`src/rtl/seg_pkg.sv`:
```
// Shared types for the BCD converter and the seven-segment scanner.
// Holds the FSM state enum, digit count, the 9999 limit and the BCD nibble type.
package seg_pkg;

    typedef enum logic [1:0] {
        IDLE,
        SHIFT,
        DONE
    } state_t;

    localparam int SEG_DIGITS = 4;
    localparam int BCD_MAX    = 9999;

    typedef logic [3:0] bcd_t;

endpackage

```
`src/rtl/bcd_adj3.sv`:
```
// Double-dabble nibble correction.
// Adds 3 to a BCD nibble that is 5 or more, so the next left shift carries into the next digit.
module bcd_adj3
    import seg_pkg::*;
(
    input  bcd_t din,
    output bcd_t dout
);

    assign dout = (din >= 4'd5) ? din + 4'd3 : din;

endmodule

```
`src/rtl/bin2bcd_seq.sv`:
```
// Sequential binary-to-BCD converter: one double-dabble bit per clock.
// The registered digits are replaced only on the done edge, so the display never shows partial results.
module bin2bcd_seq
    import seg_pkg::*;
#(
    parameter int BIN_W  = 14,
    parameter int DIGITS = SEG_DIGITS
) (
    input  logic             clk,
    input  logic             rst_n,
    input  logic             start,
    input  logic [BIN_W-1:0] bin,
    output logic             busy,
    output logic             done,
    output logic             ovf,
    output logic [3:0]       bcd3,
    output logic [3:0]       bcd2,
    output logic [3:0]       bcd1,
    output logic [3:0]       bcd0
);

    localparam int SCR_W = DIGITS * 4 + BIN_W;
    localparam int CNT_W = $clog2(BIN_W);
    localparam logic [BIN_W-1:0] BIN_MAX = BIN_W'(BCD_MAX);
    localparam logic [CNT_W-1:0] LAST = CNT_W'(BIN_W - 1);

    state_t             state;
    logic [SCR_W-1:0]   scratch;
    logic [SCR_W-1:0]   adj;
    logic [CNT_W-1:0]   cnt;
    logic               ovf_pend;
    bcd_t               nib_in  [DIGITS];
    bcd_t               nib_out [DIGITS];

    for (genvar i = 0; i < DIGITS; i++) begin : g_adj
        assign nib_in[i] = scratch[BIN_W+4*i +: 4];
        bcd_adj3 u_adj (
            .din  (nib_in[i]),
            .dout (nib_out[i])
        );
    end

    // Only the BCD field is corrected; the binary field below it just shifts.
    always_comb begin
        adj = scratch;
        for (int i = 0; i < DIGITS; i++) begin
            adj[BIN_W+4*i +: 4] = nib_out[i];
        end
    end

    always_ff @(posedge clk or negedge rst_n) begin
        if (!rst_n) begin
            state    <= IDLE;
            scratch  <= '0;
            cnt      <= '0;
            ovf_pend <= 1'b0;
            busy     <= 1'b0;
            done     <= 1'b0;
            ovf      <= 1'b0;
            bcd3     <= 4'h0;
            bcd2     <= 4'h0;
            bcd1     <= 4'h0;
            bcd0     <= 4'h0;
        end else begin
            case (state)
                IDLE: begin
                    done <= 1'b0;
                    if (start) begin
                        scratch  <= {{(DIGITS*4){1'b0}}, bin};
                        cnt      <= '0;
                        ovf_pend <= (bin > BIN_MAX);
                        busy     <= 1'b1;
                        state    <= SHIFT;
                    end
                end
                SHIFT: begin
                    scratch <= adj << 1;
                    cnt     <= cnt + 1'b1;
                    if (cnt == LAST) begin
                        busy  <= 1'b0;
                        state <= DONE;
                    end
                end
                DONE: begin
                    bcd3  <= ovf_pend ? 4'h9 : scratch[BIN_W+12 +: 4];
                    bcd2  <= ovf_pend ? 4'h9 : scratch[BIN_W+8 +: 4];
                    bcd1  <= ovf_pend ? 4'h9 : scratch[BIN_W+4 +: 4];
                    bcd0  <= ovf_pend ? 4'h9 : scratch[BIN_W +: 4];
                    ovf   <= ovf_pend;
                    done  <= 1'b1;
                    state <= IDLE;
                end
                default: begin
                    busy  <= 1'b0;
                    done  <= 1'b0;
                    state <= IDLE;
                end
            endcase
        end
    end

endmodule

```
`config.mk`:
```
export PLATFORM = sky130hd
export DESIGN_NAME = bin2bcd_seq
export DESIGN_NICKNAME = d
export VERILOG_FILES = /design/src/rtl/seg_pkg.sv /design/src/rtl/bcd_adj3.sv /design/src/rtl/bin2bcd_seq.sv
export SDC_FILE = /design/constraint.sdc
export NUM_CORES = 1
export LEC_CHECK = 0
export CORE_ASPECT_RATIO = 0.8
export CORE_UTILIZATION = 50
export CTS_CLUSTER_DIAMETER = 60
export DETAILED_ROUTE_END_ITERATION = 8
export PLACE_DENSITY = 0.79
export SLEW_MARGIN = 30
export SYNTH_ARGS = -nofsm -noshare
export SYNTH_HDL_FRONTEND = slang
export SYNTH_SLANG_ARGS = --single-unit
```
`constraint.sdc`:
```
create_clock -name clk -period 1.75 [get_ports clk]
set_input_delay 0.4375 -clock clk [delete_from_list [all_inputs] [get_ports clk]]
set_output_delay 0.4375 -clock clk [all_outputs]
set_load 0.01 [all_outputs]
```
==> report_table.html, run 1 <==
<table>
<tr><th>Metric</th><th>Value</th></tr>
<tr><th colspan="2">Outcome</th></tr>
<tr><td>Result of the run</td><td>finished clean</td></tr>
<tr><th colspan="2">Synthesis</th></tr>
<tr><td>Mean instance size in the synthesized netlist</td><td>9.818 µm²</td></tr>
<tr><td>Synth warnings</td><td>0</td></tr>
<tr><td>Largest area contributor in the synthesized netlist</td><td>dfrtp_1</td></tr>
<tr><td>Number of synthesized flops with an enable pin</td><td>0</td></tr>
<tr><td>Post-Synthesis Cells</td><td>281</td></tr>
<tr><td>Post-synth cell types</td><td>35</td></tr>
<tr><td>Area fraction of the dominant cell type after synthesis</td><td>50.79%</td></tr>
<tr><td>Number of nets in the synthesized netlist</td><td>roughly 310</td></tr>
<tr><td>Area of the mapped netlist</td><td>2759 µm²</td></tr>
<tr><td>Leading register cell type out of synthesis</td><td>dfrtp_1</td></tr>
<tr><td>Sequential share of the synthesized area</td><td>50.79%</td></tr>
<tr><td>Async S/R FF share, synth</td><td>100.0%</td></tr>
<tr><td>Top area cells in the synthesized netlist</td><td>dfrtp_1 51%, nand2_1 7.8%, ha_1 4.5%</td></tr>
<tr><td>Yosys reg bits</td><td>56</td></tr>
<tr><th colspan="2">Global routing</th></tr>
<tr><td>Global-route wire length before repair</td><td>9515 µm</td></tr>
<tr><td>Pin count of the biggest net entering global routing</td><td>57</td></tr>
<tr><td>Total congestion overflow after global routing</td><td>0</td></tr>
<tr><td>Initial antenna violation count</td><td>0</td></tr>
<tr><td>Total global-route track usage</td><td>20.99%</td></tr>
<tr><td>Via count of the first global-routing pass</td><td>around 2.1k</td></tr>
<tr><th colspan="2">Setup path</th></tr>
<tr><td>Critical Path Sink Type</td><td>primary output</td></tr>
<tr><td>Biggest fanout along the worst timing path</td><td>2</td></tr>
<tr><td>Category of the worst setup path launch point</td><td>flop</td></tr>
<tr><td>Kind of cell adding the most delay to the critical path</td><td>buffers and inverters</td></tr>
<tr><td>Slowest stage cell on the critical path</td><td>clkdlybuf4s50_1</td></tr>
<tr><td>Worst Path Arrival</td><td>roughly 1.2 ns</td></tr>
<tr><td>Start-to-end type of the worst setup path</td><td>flop to primary output</td></tr>
<tr><td>WP data required</td><td>1.31 ns</td></tr>
<tr><td>Ordered cell list for the critical path</td><td>clkdlybuf4s50_1</td></tr>
<tr><td>Crit path buffers/inverters</td><td>1</td></tr>
<tr><td>Max incr delay on CP</td><td>0.56 ns</td></tr>
<tr><th colspan="2">Final layout</th></tr>
<tr><td>Filler instances</td><td>414</td></tr>
<tr><td>Final layout net count</td><td>345</td></tr>
<tr><td>Layout overhead on the synthesized area</td><td>18.32%</td></tr>
<tr><td>Fraction of layout cells with a size suffix above 1</td><td>8.777%</td></tr>
<tr><td>Antenna Cells</td><td>0</td></tr>
<tr><th colspan="2">Floorplanning</th></tr>
<tr><td>Die width</td><td>85.05 µm</td></tr>
<tr><td>Die span in y</td><td>68.44 µm</td></tr>
<tr><td>Area of the die</td><td>5821 µm²</td></tr>
<tr><td>Initial cell density of the core</td><td>53.56%</td></tr>
<tr><td>Rows</td><td>23</td></tr>
<tr><td>Top-level port count</td><td>36</td></tr>
<tr><td>Total core area</td><td>roughly 5000 µm²</td></tr>
<tr><th colspan="2">Clock tree</th></tr>
<tr><td>Htree depth</td><td>2</td></tr>
<tr><td>Number of CTS-inserted buffers</td><td>5</td></tr>
<tr><td>Buffers inserted during post-CTS setup optimization</td><td>0</td></tr>
<tr><td>Clock root buffer master</td><td>clkbuf_8</td></tr>
<tr><td>Number of buffers inserted for hold repair after clock tree synthesis</td><td>0</td></tr>
<tr><td>Post-CTS sizing</td><td>0</td></tr>
<tr><td>TritonCTS clock tree</td><td>done</td></tr>
<tr><td>Clock-pin slew reported for the worst setup and hold paths after clock tree synthesis</td><td>0.10 ns</td></tr>
<tr><td>Number of clock sinks</td><td>56</td></tr>
<tr><td>Clock network latency to the later pin of the worst-skew pair</td><td>about 0.31 ns</td></tr>
<tr><td>Number of buffers on the longest clock path</td><td>2</td></tr>
<tr><th colspan="2">Detailed routing</th></tr>
<tr><td>Remaining antenna violation count</td><td>0</td></tr>
<tr><td>First-pass DRT Iterations</td><td>4</td></tr>
<tr><td>Routed via count</td><td>2120</td></tr>
<tr><td>Via count normalized by instance count</td><td>5.564</td></tr>
<tr><td>Initial drt markers</td><td>143</td></tr>
<tr><td>WL per Instance</td><td>approximately 15 µm</td></tr>
<tr><td>Number of remaining DRC errors</td><td>0</td></tr>
<tr><td>Routed Wire Length</td><td>5553 µm</td></tr>
<tr><th colspan="2">Timing</th></tr>
<tr><td>Relative slew slack</td><td>60.06%</td></tr>
<tr><td>F_max</td><td>0.5953 GHz</td></tr>
<tr><td>Clock tree skew after final layout</td><td>0.01047 ns</td></tr>
<tr><td>Unrepaired setup endpoints after global routing</td><td>no</td></tr>
<tr><td>Setup violations, final</td><td>0</td></tr>
<tr><td>Post-Route Setup TNS</td><td>0 ns</td></tr>
<tr><td>Smallest setup slack after layout</td><td>around 0.070 ns</td></tr>
<tr><td>Total count of hold-check failures in the final report</td><td>0</td></tr>
<tr><td>Final worst path period need</td><td>1.680 ns</td></tr>
<tr><td>Slew Limit Fails</td><td>0</td></tr>
<tr><td>Portion of the clock cycle consumed by the worst path in the final layout</td><td>96.00%</td></tr>
<tr><td>Transition at the pin with the smallest max-transition slack</td><td>0.5978 ns</td></tr>
<tr><th colspan="2">Worst hold path</th></tr>
<tr><td>Type of the tightest min-delay check</td><td>input pin to async pin</td></tr>
<tr><th colspan="2">Power and ir drop</th></tr>
<tr><td>Peak supply drop</td><td>0.7731 mV</td></tr>
<tr><td>Leak Pwr</td><td>1.439 nW</td></tr>
<tr><td>Overall power consumption</td><td>about 5.4 mW</td></tr>
<tr><td>Power density cells</td><td>1643 nW/µm²</td></tr>
<tr><th colspan="2">Placement</th></tr>
<tr><td>Gpl congestion</td><td>between 0.8 and 0.9</td></tr>
<tr><td>Number of port buffers</td><td>35</td></tr>
<tr><td>DP Worst Slack</td><td>-0.1164 ns</td></tr>
<tr><td>Detailed Place HPWL</td><td>3824 µm</td></tr>
<tr><th colspan="2">Run</th></tr>
<tr><td>Count of maximum capacitance violations</td><td>0</td></tr>
</table>
routing by layer:
| layer | wire [µm] | track usage (%) |
|---|---|---|
| met3 | 210 | 3.378 |
| met5 | 0 | 0 |
| met1 | 2706 | 27.78 |
| met2 | 2600 | 36.19 |
| met4 | 35 | 6.356 |
layout make-up:
type / instances / area [µm²] / share of cell area [%]
clock buffers: 6 / 82.58 / 2.530
clock inverters: 2 / 13.76 / 0.4216
inverters: 19 / 71.32 / 2.185
multi-input cells: 189 / 1157 / 35.45
flip-flops and latches: 56 / 1401 / 42.93
well taps: 62 / 77.57 / 2.376
repair buffers: 47 / 460.4 / 14.11
through the flow:
step | util, % | area (µm²) | hold WS (ns) | std cells
after floorplan | - | 2759 | 0.1419 | 281
after global placement | 61.50 | 3168 | 0.4619 | 373
after detailed placement | 61.50 | 3168 | 0.4611 | 373
after CTS | 63.37 | 3264 | 0.1209 | 381
after global routing | 63.37 | 3264 | 0.1363 | 381
final | 63.37 | 3264 | 0.1154 | 381
cells in the final DEF (no fill, tap or decap), drive strengths merged, types with 4 or more instances in the layout:
cell / instances
nor2b: 5
nand2b: 6
o211ai: 4
a32o: 4
nor2: 23
a31oi: 13
o221ai: 4
buf: 13
o31ai: 12
o21ai: 16
dfrtp: 56
inv: 20
o2111ai: 8
nand2: 57
clkdlybuf4s50: 34
clkbuf: 6
ha: 10
o21a: 4
cell usage after synthesis (6+ instances only):
library cell / number
nand2_1: 57
o2111ai_1: 8
o21ai_0: 16
buf_6: 6
o31ai_1: 12
inv_1: 19
nor2_1: 23
a31oi_1: 13
buf_2: 7
ha_1: 10
nand2b_1: 6
dfrtp_1: 56
flip-flops by register name (all words and copies together) (netlist names), 2 cells and up:
| signal | flops |
|---|---|
| bcd0 | 4 |
| cnt | 4 |
| bcd2 | 4 |
| scratch | 30 |
| bcd1 | 4 |
| state | 2 |
| bcd3 | 4 |
kinds of logic after synthesis:
logic type      Yosys count  share of synthesized area, %
compound gates           76                         20.64
simple gates             98                         15.19
xor+xnor                  5                         1.588
buf+inv                  36                         7.256
flops                    56                         50.79
fa+ha+maj                10                         4.535
power by group:
| part | internal [mW] | leakage (nW) | switching, mW | total (mW) |
|---|---|---|---|---|
| Sequential | 1.82 | 0.721 | 0.425 | 2.24 |
| Clock | 0.325 | 0.0516 | 0.425 | 0.750 |
| Combinational | 1.12 | 0.667 | 1.25 | 2.37 |
worst paths after layout:
kind	startpoint	endpoint	slack, ns	cells after the start
min in group clk	bcd3[0]$_DFFE_PN0N_	bcd3[0]$_DFFE_PN0N_	0.49	2
worst min-delay path	rst_n	bcd0[3]$_DFFE_PN0N_	0.12	2
worst min register to register	bcd3[0]$_DFFE_PN0N_	bcd3[0]$_DFFE_PN0N_	0.49	2
worst max-delay path	bcd2[3]$_DFFE_PN0N_	bcd2[3]	0.07	1
max in group asynchronous	rst_n	busy$_DFFE_PN0P_	1.39	2
worst max register to register	scratch[22]$_DFFE_PN0P_	scratch[23]$_DFFE_PN0P_	0.23	5
Power figures use the tool's default switching activity.
==> run 2: changes to the inputs <==
--- a/config.mk
+++ b/config.mk
@@ -9,7 +9,9 @@
 export CORE_UTILIZATION = 50
 export CTS_CLUSTER_DIAMETER = 60
 export DETAILED_ROUTE_END_ITERATION = 8
-export PLACE_DENSITY = 0.79
+export PLACE_DENSITY = 0.73
+export REMOVE_ABC_BUFFERS = 1
+export SKIP_CTS_REPAIR_TIMING = 1
 export SLEW_MARGIN = 30
 export SYNTH_ARGS = -nofsm -noshare
 export SYNTH_HDL_FRONTEND = slang
==> report_table.html, run 2 (synthesis gave the netlist of run 1 again) <==
<table>
<tr><th>Metric</th><th>Value</th></tr>
<tr><th colspan="2">Setup path</th></tr>
<tr><td>R2r setup slk</td><td>0.24 ns</td></tr>
<tr><td>Ordered cell list for the critical path</td><td>clkdlybuf4s50_1</td></tr>
<tr><td>Critical Path Sink Type</td><td>primary output</td></tr>
<tr><td>WP data required</td><td>roughly 1.3 ns</td></tr>
<tr><td>Biggest fanout along the worst timing path</td><td>3</td></tr>
<tr><td>Start-to-end type of the worst setup path</td><td>flop to primary output</td></tr>
<tr><td>Worst Path Arrival</td><td>1.22 ns</td></tr>
<tr><td>Max incr delay on CP</td><td>roughly 0.54 ns</td></tr>
<tr><td>Kind of cell adding the most delay to the critical path</td><td>buffers and inverters</td></tr>
<tr><td>Crit path buffers/inverters</td><td>1</td></tr>
<tr><td>Slowest stage cell on the critical path</td><td>clkdlybuf4s50_1</td></tr>
<tr><td>Category of the worst setup path launch point</td><td>flop</td></tr>
<tr><th colspan="2">Final layout</th></tr>
<tr><td>Reg with most FFs</td><td>scratch</td></tr>
<tr><td>Max FFs per register</td><td>30</td></tr>
<tr><td>Final cell utilization of the core</td><td>63.95%</td></tr>
<tr><td>Fraction of layout cells with a size suffix above 1</td><td>8.777%</td></tr>
<tr><td>Combined area of the multi-input logic cells</td><td>1157 µm²</td></tr>
<tr><td>Antenna Cells</td><td>0</td></tr>
<tr><td>Filler instances</td><td>around 440</td></tr>
<tr><td>Most used cells in the layout excluding fill and tap cells</td><td>57 x nand2_1, 56 x dfrtp_1, 34 x clkdlybuf4s50_1, 23 x nor2_1, 19 x inv_1</td></tr>
<tr><td>Most common cell after layout, fill and taps aside</td><td>nand2_1</td></tr>
<tr><td>Final layout net count</td><td>345</td></tr>
<tr><td>Layout overhead on the synthesized area</td><td>19.41%</td></tr>
<tr><td>Flip-flop and latch area</td><td>1401 µm²</td></tr>
<tr><th colspan="2">Detailed routing</th></tr>
<tr><td>Routed Wire Length</td><td>5283 µm</td></tr>
<tr><td>WL per Instance</td><td>about 14 µm</td></tr>
<tr><td>Routed via count</td><td>2087</td></tr>
<tr><td>Initial drt markers</td><td>100</td></tr>
<tr><td>Via count normalized by instance count</td><td>~5.5</td></tr>
<tr><td>Remaining antenna violation count</td><td>0</td></tr>
<tr><td>Number of remaining DRC errors</td><td>0</td></tr>
<tr><td>First-pass DRT Iterations</td><td>4</td></tr>
<tr><th colspan="2">Power and ir drop</th></tr>
<tr><td>Power density cells</td><td>roughly 1700 nW/µm²</td></tr>
<tr><td>Peak supply drop</td><td>about 0.75 mV</td></tr>
<tr><td>Leak Pwr</td><td>1.454 nW</td></tr>
<tr><th colspan="2">Global routing</th></tr>
<tr><td>Total congestion overflow after global routing</td><td>0</td></tr>
<tr><td>Total global-route track usage</td><td>20.21%</td></tr>
<tr><td>Via count of the first global-routing pass</td><td>1944</td></tr>
<tr><td>Initial antenna violation count</td><td>0</td></tr>
<tr><td>Pin count of the biggest net entering global routing</td><td>57</td></tr>
<tr><td>Global-route wire length before repair</td><td>9101 µm</td></tr>
<tr><th colspan="2">Floorplanning</th></tr>
<tr><td>Area of the die</td><td>5821 µm²</td></tr>
<tr><td>Die span in y</td><td>68.44 µm</td></tr>
<tr><td>Total core area</td><td>5151 µm²</td></tr>
<tr><td>Top-level port count</td><td>36</td></tr>
<tr><td>Die width</td><td>around 85 µm</td></tr>
<tr><td>Initial cell density of the core</td><td>53.56%</td></tr>
<tr><td>Rows</td><td>23</td></tr>
<tr><th colspan="2">Placement</th></tr>
<tr><td>Gpl congestion</td><td>just under 0.8</td></tr>
<tr><td>Number of port buffers</td><td>35</td></tr>
<tr><td>DP Worst Slack</td><td>-0.08880 ns</td></tr>
<tr><td>Detailed Place HPWL</td><td>about 3700 µm</td></tr>
<tr><th colspan="2">Clock tree</th></tr>
<tr><td>Clock network latency to the later pin of the worst-skew pair</td><td>0.31 ns</td></tr>
<tr><td>Clock root buffer master</td><td>clkbuf_8</td></tr>
<tr><td>Clock-pin slew reported for the worst setup and hold paths after clock tree synthesis</td><td>about 0.10 ns</td></tr>
<tr><td>Number of buffers on the longest clock path</td><td>2</td></tr>
<tr><td>Number of clock sinks</td><td>56</td></tr>
<tr><td>Htree depth</td><td>2</td></tr>
<tr><td>TritonCTS clock tree</td><td>done</td></tr>
<tr><td>Number of CTS-inserted buffers</td><td>5</td></tr>
<tr><th colspan="2">Timing</th></tr>
<tr><td>Total count of hold-check failures in the final report</td><td>0</td></tr>
<tr><td>Relative slew slack</td><td>around three fifths</td></tr>
<tr><td>Setup violations, final</td><td>0</td></tr>
<tr><td>Post-Route Setup TNS</td><td>0 ns</td></tr>
<tr><td>Unrepaired setup endpoints after global routing</td><td>no</td></tr>
<tr><td>Transition at the pin with the smallest max-transition slack</td><td>0.5798 ns</td></tr>
<tr><td>Final worst path period need</td><td>1.662 ns</td></tr>
<tr><td>F_max</td><td>0.6017 GHz</td></tr>
<tr><td>Portion of the clock cycle consumed by the worst path in the final layout</td><td>a little over nine tenths</td></tr>
<tr><td>Slew Limit Fails</td><td>0</td></tr>
<tr><td>Smallest setup slack after layout</td><td>0.08791 ns</td></tr>
<tr><td>Clock tree skew after final layout</td><td>0.006085 ns</td></tr>
<tr><th colspan="2">Worst hold path</th></tr>
<tr><td>Type of the tightest min-delay check</td><td>input pin to async pin</td></tr>
<tr><th colspan="2">Outcome</th></tr>
<tr><td>Result of the run</td><td>finished clean</td></tr>
<tr><th colspan="2">Run</th></tr>
<tr><td>Count of maximum capacitance violations</td><td>0</td></tr>
</table>
[run 2: cell types whose count changed in the layout (fill, tap and decap cells not counted)]
cell / previous run / this run
inv_6: 1 / 0
clkinv_2: 1 / 0
bufinv_16: 0 / 1
clkbuf_8: 6 / 7
[run 2: area by class of cell]
type / count / area share [%]
inverter: 19 / 2.165
clock buffer: 7 / 2.924
sequential: 56 / 42.54
tap: 62 / 2.355
clock inverter: 1 / 0.9115
timing repair buffer: 47 / 13.98
multi-input combinational: 189 / 35.13
[run 2: routing by layer]
metal  part of all wire [%]  vias up  GRT usage (%)
met5                      0        -              0
met4                    1.2        0          6.992
met3                    3.7        5          3.619
li1                       -     1054              -
met1                     51      988          27.64
met2                     44       40          32.86
[run 2: final timing paths]
path,from,endpoint,cells past startpoint
max,busy$_DFFE_PN0P_,busy,1
min,rst_n,scratch[15]$_DFFE_PN0P_,2
max reg2reg,scratch[18]$_DFFE_PN0P_,scratch[19]$_DFFE_PN0P_,5
min reg2reg,bcd3[1]$_DFFE_PN0N_,bcd3[1]$_DFFE_PN0N_,2
max in group asynchronous,rst_n,cnt[1]$_DFFE_PN0P_,2
min in group clk,bcd3[1]$_DFFE_PN0N_,bcd3[1]$_DFFE_PN0N_,2
[run 2: per-stage QoR]
stage / cells / hold WS, ns / cell area, µm² / total power [mW]
3_3_place_gp: 373 / 0.4599 / 3168 / 4.554
5_1_grt: 381 / 0.1315 / 3294 / 5.978
3_5_place_dp: 373 / 0.4629 / 3168 / 4.642
2_1_floorplan: 264 / 0.1419 / 2630 / 3.716
6_report: 381 / 0.1156 / 3294 / 5.520
4_1_cts: 381 / 0.1225 / 3294 / 5.571
[run 2: where the power goes]
part	total (mW)	leakage (nW)	switching, mW	internal [mW]
Clock	0.918	0.0645	0.412	0.505
Sequential	2.21	0.721	0.387	1.82
Combinational	2.39	0.668	1.26	1.14
==> run 3: changes to the inputs <==
--- a/config.mk
+++ b/config.mk
@@ -11,6 +11,7 @@
 export DETAILED_ROUTE_END_ITERATION = 8
 export PLACE_DENSITY = 0.73
 export REMOVE_ABC_BUFFERS = 1
+export SETUP_SLACK_MARGIN = 0.02
 export SKIP_CTS_REPAIR_TIMING = 1
 export SLEW_MARGIN = 30
 export SYNTH_ARGS = -nofsm -noshare
==> results of run 3 <==
The final DEF is identical to that of run 2; final timing and power are the same.
